===== config.mk =====
export PLATFORM = sky130hd
export DESIGN_NAME = mem_arbiter_flat
export DESIGN_NICKNAME = d
export VERILOG_FILES = /design/src/rtl/mem_arbiter_if.sv /design/src/rtl/mem_arbiter.sv /design/src/flat_wrapper.sv
export SDC_FILE = /design/constraint.sdc
export NUM_CORES = 1
export LEC_CHECK = 0
export BUFFER_PORTS_ARGS = -buffer_cell sky130_fd_sc_hd__buf_2
export CORE_AREA = 5 5 97 99
export DETAILED_ROUTE_END_ITERATION = 10
export DIE_AREA = 0 0 102 104
export PLACE_DENSITY = 0.84
export SLEW_MARGIN = 25
export SYNTH_ARGS = -nofsm -noshare
export SYNTH_HDL_FRONTEND = slang
export SYNTH_SLANG_ARGS = --single-unit

===== constraint.sdc =====
create_clock -name clk -period 4.4 [get_ports clk]
set_clock_uncertainty 0.15 [all_clocks]
set_input_delay 0.88 -clock clk [delete_from_list [all_inputs] [get_ports clk]]
set_output_delay 0.88 -clock clk [all_outputs]
set_load 0.005 [all_outputs]

===== src/rtl/mem_arbiter_if.sv =====
// Requester-side bus of the memory arbiter: one instance per requesting port.
interface mem_arbiter_if #(
   parameter int unsigned ADDR_W = 24,
   parameter int unsigned DATA_W = 16
);
   logic              req;
   logic              we;
   logic              lock;
   logic [ADDR_W-1:0] addr;
   logic [DATA_W-1:0] wdata;
   logic              gnt;
   logic              rvalid;
   logic [DATA_W-1:0] rdata;

   // Requester drives the transaction, observes grant and read return
   modport master (
      output req, we, lock, addr, wdata,
      input  gnt, rvalid, rdata
   );

   // Arbiter side
   modport slave (
      input  req, we, lock, addr, wdata,
      output gnt, rvalid, rdata
   );
endinterface


===== src/rtl/mem_arbiter.sv =====
// Two-port round-robin arbiter in front of a single-port memory with one-cycle
// read latency. Supports bounded locking for read-modify-write sequences.
module mem_arbiter #(
   parameter int unsigned ADDR_W   = 24,
   parameter int unsigned DATA_W   = 16,
   parameter int unsigned MAX_LOCK = 4
) (
   input  logic              clk,
   input  logic              rst_n,
   mem_arbiter_if.slave      io_p0,
   mem_arbiter_if.slave      io_p1,
   output logic [ADDR_W-1:0] o_mem_addr,
   output logic [DATA_W-1:0] o_mem_wdata,
   output logic              o_mem_we,
   input  logic [DATA_W-1:0] i_mem_rdata
);

   localparam int unsigned CNT_W = $clog2(MAX_LOCK + 1);

   typedef enum logic [1:0] {StIdle, StIssue, StRdata} state_e;

   state_e            r_state;
   logic              r_win;
   logic              r_lock;
   logic              r_last_grant;
   logic              r_lock_active;
   logic              r_owner;
   logic [CNT_W-1:0]  r_lock_cnt;
   logic              r_gnt0;
   logic              r_gnt1;
   logic              r_rvalid0;
   logic              r_rvalid1;
   logic [DATA_W-1:0] r_rdata0;
   logic [DATA_W-1:0] r_rdata1;
   logic [ADDR_W-1:0] r_mem_addr;
   logic [DATA_W-1:0] r_mem_wdata;
   logic              r_mem_we;

   logic              w_any;
   logic              w_owner_req;
   logic              w_lock_hold;
   logic              w_winner;
   logic [CNT_W-1:0]  w_cnt_inc;

   // Winner selection: a live lock overrides round-robin, ties go to the port
   // that was not granted last
   always_comb begin
      w_any       = io_p0.req | io_p1.req;
      w_owner_req = r_owner ? io_p1.req : io_p0.req;
      w_lock_hold = r_lock_active && (r_lock_cnt < CNT_W'(MAX_LOCK)) && w_owner_req;
      w_cnt_inc   = r_lock_cnt + CNT_W'(1);
      if (w_lock_hold) begin
         w_winner = r_owner;
      end else if (io_p0.req && io_p1.req) begin
         w_winner = ~r_last_grant;
      end else begin
         w_winner = io_p1.req;
      end
   end

   // Arbitration FSM; every output is registered
   always_ff @(posedge clk or negedge rst_n) begin
      if (!rst_n) begin
         r_state       <= StIdle;
         r_win         <= 1'b0;
         r_lock        <= 1'b0;
         r_last_grant  <= 1'b1;
         r_lock_active <= 1'b0;
         r_owner       <= 1'b0;
         r_lock_cnt    <= '0;
         r_gnt0        <= 1'b0;
         r_gnt1        <= 1'b0;
         r_rvalid0     <= 1'b0;
         r_rvalid1     <= 1'b0;
         r_rdata0      <= '0;
         r_rdata1      <= '0;
         r_mem_addr    <= '0;
         r_mem_wdata   <= '0;
         r_mem_we      <= 1'b0;
      end else begin
         r_rvalid0 <= 1'b0;
         r_rvalid1 <= 1'b0;
         unique case (r_state)
            StIdle: begin
               // Owner walked away: drop the lock so the other port is not starved
               if (r_lock_active && !w_owner_req) begin
                  r_lock_active <= 1'b0;
                  r_lock_cnt    <= '0;
               end
               if (w_any) begin
                  r_win       <= w_winner;
                  r_lock      <= w_winner ? io_p1.lock  : io_p0.lock;
                  r_mem_we    <= w_winner ? io_p1.we    : io_p0.we;
                  r_mem_addr  <= w_winner ? io_p1.addr  : io_p0.addr;
                  r_mem_wdata <= w_winner ? io_p1.wdata : io_p0.wdata;
                  r_gnt0      <= ~w_winner;
                  r_gnt1      <= w_winner;
                  r_state     <= StIssue;
               end
            end
            StIssue: begin
               r_gnt0       <= 1'b0;
               r_gnt1       <= 1'b0;
               r_mem_we     <= 1'b0;
               r_mem_addr   <= '0;
               r_mem_wdata  <= '0;
               r_last_grant <= r_win;
               if (r_lock) begin
                  r_owner <= r_win;
                  // Budget exhausted: fall back to round-robin for the next pick
                  if (w_cnt_inc >= CNT_W'(MAX_LOCK)) begin
                     r_lock_active <= 1'b0;
                     r_lock_cnt    <= '0;
                  end else begin
                     r_lock_active <= 1'b1;
                     r_lock_cnt    <= w_cnt_inc;
                  end
               end else begin
                  r_lock_active <= 1'b0;
                  r_lock_cnt    <= '0;
               end
               r_state <= r_mem_we ? StIdle : StRdata;
            end
            StRdata: begin
               if (r_win) begin
                  r_rdata1  <= i_mem_rdata;
                  r_rvalid1 <= 1'b1;
               end else begin
                  r_rdata0  <= i_mem_rdata;
                  r_rvalid0 <= 1'b1;
               end
               r_state <= StIdle;
            end
            default: r_state <= StIdle;
         endcase
      end
   end

   assign io_p0.gnt    = r_gnt0;
   assign io_p1.gnt    = r_gnt1;
   assign io_p0.rvalid = r_rvalid0;
   assign io_p1.rvalid = r_rvalid1;
   assign io_p0.rdata  = r_rdata0;
   assign io_p1.rdata  = r_rdata1;
   assign o_mem_addr   = r_mem_addr;
   assign o_mem_wdata  = r_mem_wdata;
   assign o_mem_we     = r_mem_we;

endmodule


===== src/flat_wrapper.sv =====
// flat-port wrapper written by rule: the top's interface ports become plain ports
module mem_arbiter_flat 
#(
   parameter int unsigned ADDR_W   = 24,
   parameter int unsigned DATA_W   = 16,
   parameter int unsigned MAX_LOCK = 4
)
  (clk, rst_n, o_mem_addr, o_mem_wdata, o_mem_we, i_mem_rdata, io_p0_req, io_p0_we, io_p0_lock, io_p0_addr, io_p0_wdata, io_p0_gnt, io_p0_rvalid, io_p0_rdata, io_p1_req, io_p1_we, io_p1_lock, io_p1_addr, io_p1_wdata, io_p1_gnt, io_p1_rvalid, io_p1_rdata);
  mem_arbiter_if #(.ADDR_W(ADDR_W), .DATA_W(DATA_W)) io_p0_i ();
  mem_arbiter_if #(.ADDR_W(ADDR_W), .DATA_W(DATA_W)) io_p1_i ();
  input  logic clk;
  input  logic rst_n;
  output logic [ADDR_W-1:0] o_mem_addr;
  output logic [DATA_W-1:0] o_mem_wdata;
  output logic o_mem_we;
  input  logic [DATA_W-1:0] i_mem_rdata;
  input wire logic [$bits(io_p0_i.req)-1:0] io_p0_req;
  input wire logic [$bits(io_p0_i.we)-1:0] io_p0_we;
  input wire logic [$bits(io_p0_i.lock)-1:0] io_p0_lock;
  input wire logic [$bits(io_p0_i.addr)-1:0] io_p0_addr;
  input wire logic [$bits(io_p0_i.wdata)-1:0] io_p0_wdata;
  output wire logic [$bits(io_p0_i.gnt)-1:0] io_p0_gnt;
  output wire logic [$bits(io_p0_i.rvalid)-1:0] io_p0_rvalid;
  output wire logic [$bits(io_p0_i.rdata)-1:0] io_p0_rdata;
  input wire logic [$bits(io_p1_i.req)-1:0] io_p1_req;
  input wire logic [$bits(io_p1_i.we)-1:0] io_p1_we;
  input wire logic [$bits(io_p1_i.lock)-1:0] io_p1_lock;
  input wire logic [$bits(io_p1_i.addr)-1:0] io_p1_addr;
  input wire logic [$bits(io_p1_i.wdata)-1:0] io_p1_wdata;
  output wire logic [$bits(io_p1_i.gnt)-1:0] io_p1_gnt;
  output wire logic [$bits(io_p1_i.rvalid)-1:0] io_p1_rvalid;
  output wire logic [$bits(io_p1_i.rdata)-1:0] io_p1_rdata;
  assign io_p0_i.req = io_p0_req;
  assign io_p0_i.we = io_p0_we;
  assign io_p0_i.lock = io_p0_lock;
  assign io_p0_i.addr = io_p0_addr;
  assign io_p0_i.wdata = io_p0_wdata;
  assign io_p0_gnt = io_p0_i.gnt;
  assign io_p0_rvalid = io_p0_i.rvalid;
  assign io_p0_rdata = io_p0_i.rdata;
  assign io_p1_i.req = io_p1_req;
  assign io_p1_i.we = io_p1_we;
  assign io_p1_i.lock = io_p1_lock;
  assign io_p1_i.addr = io_p1_addr;
  assign io_p1_i.wdata = io_p1_wdata;
  assign io_p1_gnt = io_p1_i.gnt;
  assign io_p1_rvalid = io_p1_i.rvalid;
  assign io_p1_rdata = io_p1_i.rdata;
  mem_arbiter #(.ADDR_W(ADDR_W), .DATA_W(DATA_W), .MAX_LOCK(MAX_LOCK)) u_core (.clk(clk), .rst_n(rst_n), .io_p0(io_p0_i), .io_p1(io_p1_i), .o_mem_addr(o_mem_addr), .o_mem_wdata(o_mem_wdata), .o_mem_we(o_mem_we), .i_mem_rdata(i_mem_rdata));
endmodule

---- After elaboration in Yosys (flattened, before gate mapping) ----
Cells that the tools add are included.
W data, S select, Z words.
word-level totals
  register bits after elaboration ......... 87
  word-level logic and storage cells ...... 72
  input bits .............................. 104
cells by class
  bitwise operators ....................... 4
  reduce and logical (&&, ||, !) cells .... 13
  add/subtract/negate cells ............... 1
  multiplexer cells ....................... 32
  eq/ne operators ......................... 4
  magnitude comparators ................... 2
operators with widths
  kind                   count
  $mux W24               2
  $pmux W24 S2           1
  $mux W16               2
  $pmux W16 S2           1
  $mux W1                15
  $reduce_and A2 Y1      6
  $mux W3                3
  $pmux W1 S2            4
  $pmux W3 S2            1
  $logic_and A1 B1 Y1    4
  $mux W2                2
  $ne A2 B1 Y1 const B   2
  $pmux W2 S2            1
  $add A3 B1 Y3 const B  1
  $ge A3 B3 Y1 const B   1
  $lt A3 B3 Y1 const B   1
  $not A1 Y1             3
  $eq A2 B1 Y1 const B   1
  $eq A2 B2 Y1 const B   1
  $logic_not A2 Y1       1
  $reduce_bool A2 Y1     1
  $logic_not A1 Y1       1
  $or A1 B1 Y1           1

---- Longest topological paths before layout ----
  depth in word-level cells ............... 7
  mapped depth ............................ 7

---- Worst setup path before layout ----
No wires, ideal clock.
  path kind ............................... input to register
  from .................................... in io_p0_req
  to ...................................... reg u_core.r_mem_addr[0], in the netlist u_core.o_mem_addr[0]
  stages on the path ...................... 7
  path slack .............................. 2395 ps
  arrival ................................. 1730 ps
  path buffers ............................ 3
  setup time .............................. 126 ps
  path through ............................ buf_2 > nor3_1 > or2_2 > clkbuf_1 > buf_2 > nand2_1 > o21ai_1
on the way
  word-level cells in the longest chain between the ends .. 6
  elaborated cells on any way between the ends .. 11
ends and longest elaborated chain
  item                                            RTL line                              RTL
  start: declaration                              flat_wrapper.sv:17                    input wire logic [$bits(io_p0_i.req)-1:0] io_p0_req;
  $logic_and A1 B1 Y1 or $mux W1 (tied branches)  mem_arbiter.sv:54, mem_arbiter.sv:49
  $mux W1 or $logic_and A1 B1 Y1 (tied branches)  mem_arbiter.sv:54, mem_arbiter.sv:50
  $mux W1                                         mem_arbiter.sv:52                     if (w_lock_hold) begin
  $mux W24                                        mem_arbiter.sv:94                     r_mem_addr <= w_winner ? io_p1.addr : io_p0.addr;
  $mux W24                                        mem_arbiter.sv:90                     if (w_any) begin
  $pmux W24 S2                                    mem_arbiter.sv:83                     unique case (r_state)
  end signal: assignment                          mem_arbiter.sv:94
  end: declaration                                mem_arbiter.sv:35                     logic [ADDR_W-1:0] r_mem_addr;
Parallel ways exist; a longest one is shown, timed or not. The select of a mux whose other input is x is not followed.
A chain may end at the register's enable or synchronous reset.

---- Final worst setup path ----
  from .................................... in io_p0_req
  to ...................................... reg u_core.r_mem_wdata[9], in the netlist u_core.o_mem_wdata[9]
on the way
  word-level cells in the longest chain between the ends .. 6
  elaborated cells on any way between the ends .. 11
ends and longest elaborated chain
  item                                            RTL line                              RTL
  $logic_and A1 B1 Y1 or $mux W1 (tied branches)  mem_arbiter.sv:54, mem_arbiter.sv:49
  $mux W1 or $logic_and A1 B1 Y1 (tied branches)  mem_arbiter.sv:54, mem_arbiter.sv:50
  $mux W1                                         mem_arbiter.sv:52
  $mux W16                                        mem_arbiter.sv:95                     r_mem_wdata <= w_winner ? io_p1.wdata : io_p0.wdata;
  $mux W16                                        mem_arbiter.sv:90
  $pmux W16 S2                                    mem_arbiter.sv:83
  end signal: assignment                          mem_arbiter.sv:95
  end: declaration                                mem_arbiter.sv:36                     logic [DATA_W-1:0] r_mem_wdata;
Parallel ways exist; a longest one is shown, timed or not. The select of a mux whose other input is x is not followed.

==> qor.csv <==
stage;metric;value;unit
synthesis;synth-edff-count;0;
final_layout;ff_latch_area;2180;um^2
routing;drt_first_pass_iters;4;
final_layout;layout-drive-gt1-share;48.1;%
routing;wl_per_cell;17.1;um
critical_path;cp_slowest_stage_delay;0.81;ns
critical_path;cp_top_family;simple AND/OR/NAND/NOR gates;
synthesis;synth_cell_type_count;38;
sta;fin_crit_sh;59.3;%
floorplanning;chipWidth;102;um
sta;fin_tns_setup;0;ns
sta;setup_slack;1.79;ns
routing;routed_wl;11.5;mm
sta;whs;0.307;ns
clock_tree;cts_buffers;9;
power;vdd_drop_max;0.000301;V
placed_design;io_buffers;180;
synthesis;synth_xor_area_share;0.207;%
critical_path;required;4.54;ns
synthesis;synth_top_family_by_area;compound AO/OA/AOI/OAI gates;
sta;max_slew_margin;39.8;%
sta;timing_hold_violations_final;0;
power;pwr-share-seq;40.6;%
clock_tree;cts_tree;done;
routing;drcViolationCount;0;
power;pwr-share-comb;43.3;%
floorplanning;initial_core_util;50.0;%
routing;viasPerCell;5.48;
critical_path;crit_path_cell_trace;buf_2 -> nor2b_4 -> buf_4 -> a221oi_1 -> o21ai_0;
clock_tree;htreeDepth;3;
sta;min_period;2.61;ns
outcome;status;complete, no violations;
clock_tree;cts_hold_buf;0;
final_layout;n_fill_cell;690;
clock_tree;cts_root_buf;clkbuf_8;
job;max_cap_violations;0;
grt;grt_pass1_wl;18.1;mm
synthesis;netlist_area;4230;um^2
sta;setup_viol;0;
synthesis;ys_warn_count;0;
final_layout;fin_area;5360;um^2
critical_path;path_max_fanout;26;
floorplanning;core_region_area;8470;um^2
grt;grt_pass1_vias;3760;
critical_path;crit_path_end_kind;register;
grt;grt_max_degree;49;
final_layout;multi_input_area;1880;um^2
power;netSwitchingFraction;39.5;%
power;leakagePower;2.61;nW
sta;worst_slew_pin_slew;0.901;ns
clock_tree;clock_latency;0.35;ns
min_path;min_path_cells;1;
critical_path;rr_endpoint;u_core.o_mem_wdata[9];
grt;track_usage;21.0;%
synthesis;synthAdderAreaFrac;0.296;%
clock_tree;post_cts.repair.setup_buffers;0;
synthesis;synth_flop_cell;dfrtp_1;
placed_design;place_area;5150;um^2
synthesis;synthCells;392;
clock_tree;numClockSinks;87;
floorplanning;dieArea;10600;um^2
power;p_clk_share;16.1;%
placed_design;finalWeightedCongestion;0.823;
min_path;hp-start;u_core.o_mem_we;
placed_design;dpl.hpwl;8.37;mm
power;p_per_area;641;nW/um^2
sta;max_freq;383;MHz
floorplanning;die_y;104;um
routing;vias;3675;
critical_path;cp-start-kind;input pin;
power;p_sw;0.00136;W
critical_path;r2r_start;u_core.r_lock_cnt[2];
clock_tree;clk_pin_slew_worst_paths;0.10;ns
synthesis;avgSynthCellArea;10.8;um^2
sta;rsz0062_at_grt;false;
critical_path;slowest_stage;nor2b_4;
critical_path;ff2ff_path_depth;5;
synthesis;synth-simple-area-share;11.8;%
routing;postRouteAntennaNets;0;
critical_path;path_depth;5;
grt;grt-ovfl-total;0;
synthesis;ys_ff_latch;87;
synthesis;synth_compound_area_share;25.9;%
synthesis;yosysSeqAreaShare;51.4;%
placed_design;detailedPlace.worstSlack;1.41;ns
sta;drv_slew;0;
critical_path;r2r_slack;2.13;ns
min_path;hold_end;u_core.r_state[1];
synthesis;muxShareOfSynthArea;5.91;%
synthesis;async_reset_ff_share;100;%
min_path;hp-class;register to register;
grt;antenna_found_initial;2;
critical_path;cp_num_buf_inv;2;
clock_tree;clk_path_buf_depth;2;
power;internal_power;0.00208;W
final_layout;final_common_cell;buf_2;
critical_path;critical_path_arrival;2.74;ns
final_layout;final_cell_mix;179 x buf_2, 93 x nand2_1, 86 x dfrtp_1, 45 x o21ai_0;
routing;drt_iter0_drc;152;
critical_path;critPathKind;input pin to register;
floorplanning;pin_count;181;
clock_tree;ctsResizeCount;0;
floorplanning;rows;34;
final_layout;synthToLayoutAreaGrowth;26.5;%
final_layout;layout.nets;661;
synthesis;synth_nets;497;
## worst max path at each step
stage                          from               endpoint  slack (ns)
after detailed placement  io_p0_req  u_core.o_mem_wdata[9]        1.41
after CTS                 io_p0_req  u_core.o_mem_wdata[9]        1.79
after global routing      io_p0_req  u_core.o_mem_wdata[9]        1.68
after floorplan           io_p0_req   u_core.o_mem_addr[0]        2.39
final                     io_p0_req  u_core.o_mem_wdata[9]        1.79
after global placement    io_p0_req  u_core.o_mem_wdata[9]        1.46
## power by group through the flow
stage                     Combinational (W)  Sequential (W)  Clock, W
after floorplan                    0.000931         0.00140         0
after global placement              0.00143         0.00139         0
after detailed placement            0.00151         0.00141         0
after CTS                           0.00151         0.00139  0.000560
after global routing                0.00166         0.00144  0.000597
final                               0.00149         0.00140  0.000553
## layer usage
metal | track usage (%) | up-vias | share of wire, %
li1 | - | 1735 | -
met1 | 26.8 | 1753 | 40
met2 | 35.1 | 167 | 50
met3 | 4.23 | 20 | 8.2
met4 | 7.22 | 0 | 2.1
met5 | 0 | - | 0
## worst register-to-register path, cell delays in order, from the launching register on
cell	delay (ns)
dfrtp_1	0.46
nor2b_4	0.21
mux2i_4	0.59
buf_4	0.52
a221oi_1	0.10
o21ai_0	0.18
## synth_stat cells (2+ instances only)
master,instances,area (um^2)
nand2_1,93,349
dfrtp_1,86,2150
o21ai_0,45,225
a221oi_2,40,601
o21ai_1,40,200
mux2_2,17,191
buf_2,13,65.1
clkbuf_1,7,26.3
buf_6,6,67.6
nor2_1,6,22.5
nor2b_1,4,25.0
buf_1,3,11.3
clkbuf_2,3,15.0
or2_2,3,18.8
nand2b_1,2,12.5
nor3_1,2,10.0
## state kept, by name, indices dropped and copies added, names as in the netlist
register,cells
u_core.r_last_grant,1
u_core.io_p1.rdata,16
u_core.r_owner,1
u_core.io_p0.rdata,16
u_core.r_win,1
u_core.io_p0.rvalid,1
u_core.io_p1.rvalid,1
u_core.o_mem_addr,24
u_core.r_lock,1
u_core.io_p0.gnt,1
u_core.io_p1.gnt,1
u_core.r_lock_cnt,3
u_core.r_lock_active,1
u_core.o_mem_we,1
u_core.o_mem_wdata,16
u_core.r_state,2
## area by class of cell
type,instances,share of cell area [%]
Antenna cell,2,0.0934
Clock inverter,7,1.38
Tap cell,108,2.52
Inverter,1,0.0701
Multi-Input combinational cell,272,35.0
Timing Repair Buffer,185,17.9
Sequential cell,87,40.7
Clock buffer,9,2.31
## cell families (layout without fill, tap and decap cells)
group	Yosys count	count (layout)
adders and majority gates	1	1
AOI/OAI and AO/OA	134	134
muxes	21	21
buffers and inverters	33	202
xor gates and xnor gates	1	1
and+or+nand+nor	115	115
other	0	2
DFF	87	87
## stage by stage
stage | utilization (%) | power, W | std cells
after detailed placement | 60.9 | 0.00292 | 653
after global placement | 60.6 | 0.00282 | 652
after global routing | 63.3 | 0.00370 | 671
final | 63.3 | 0.00344 | 671
after CTS | 63.2 | 0.00346 | 669
after floorplan | - | 0.00233 | 392
(Power assumes the default switching activity.)
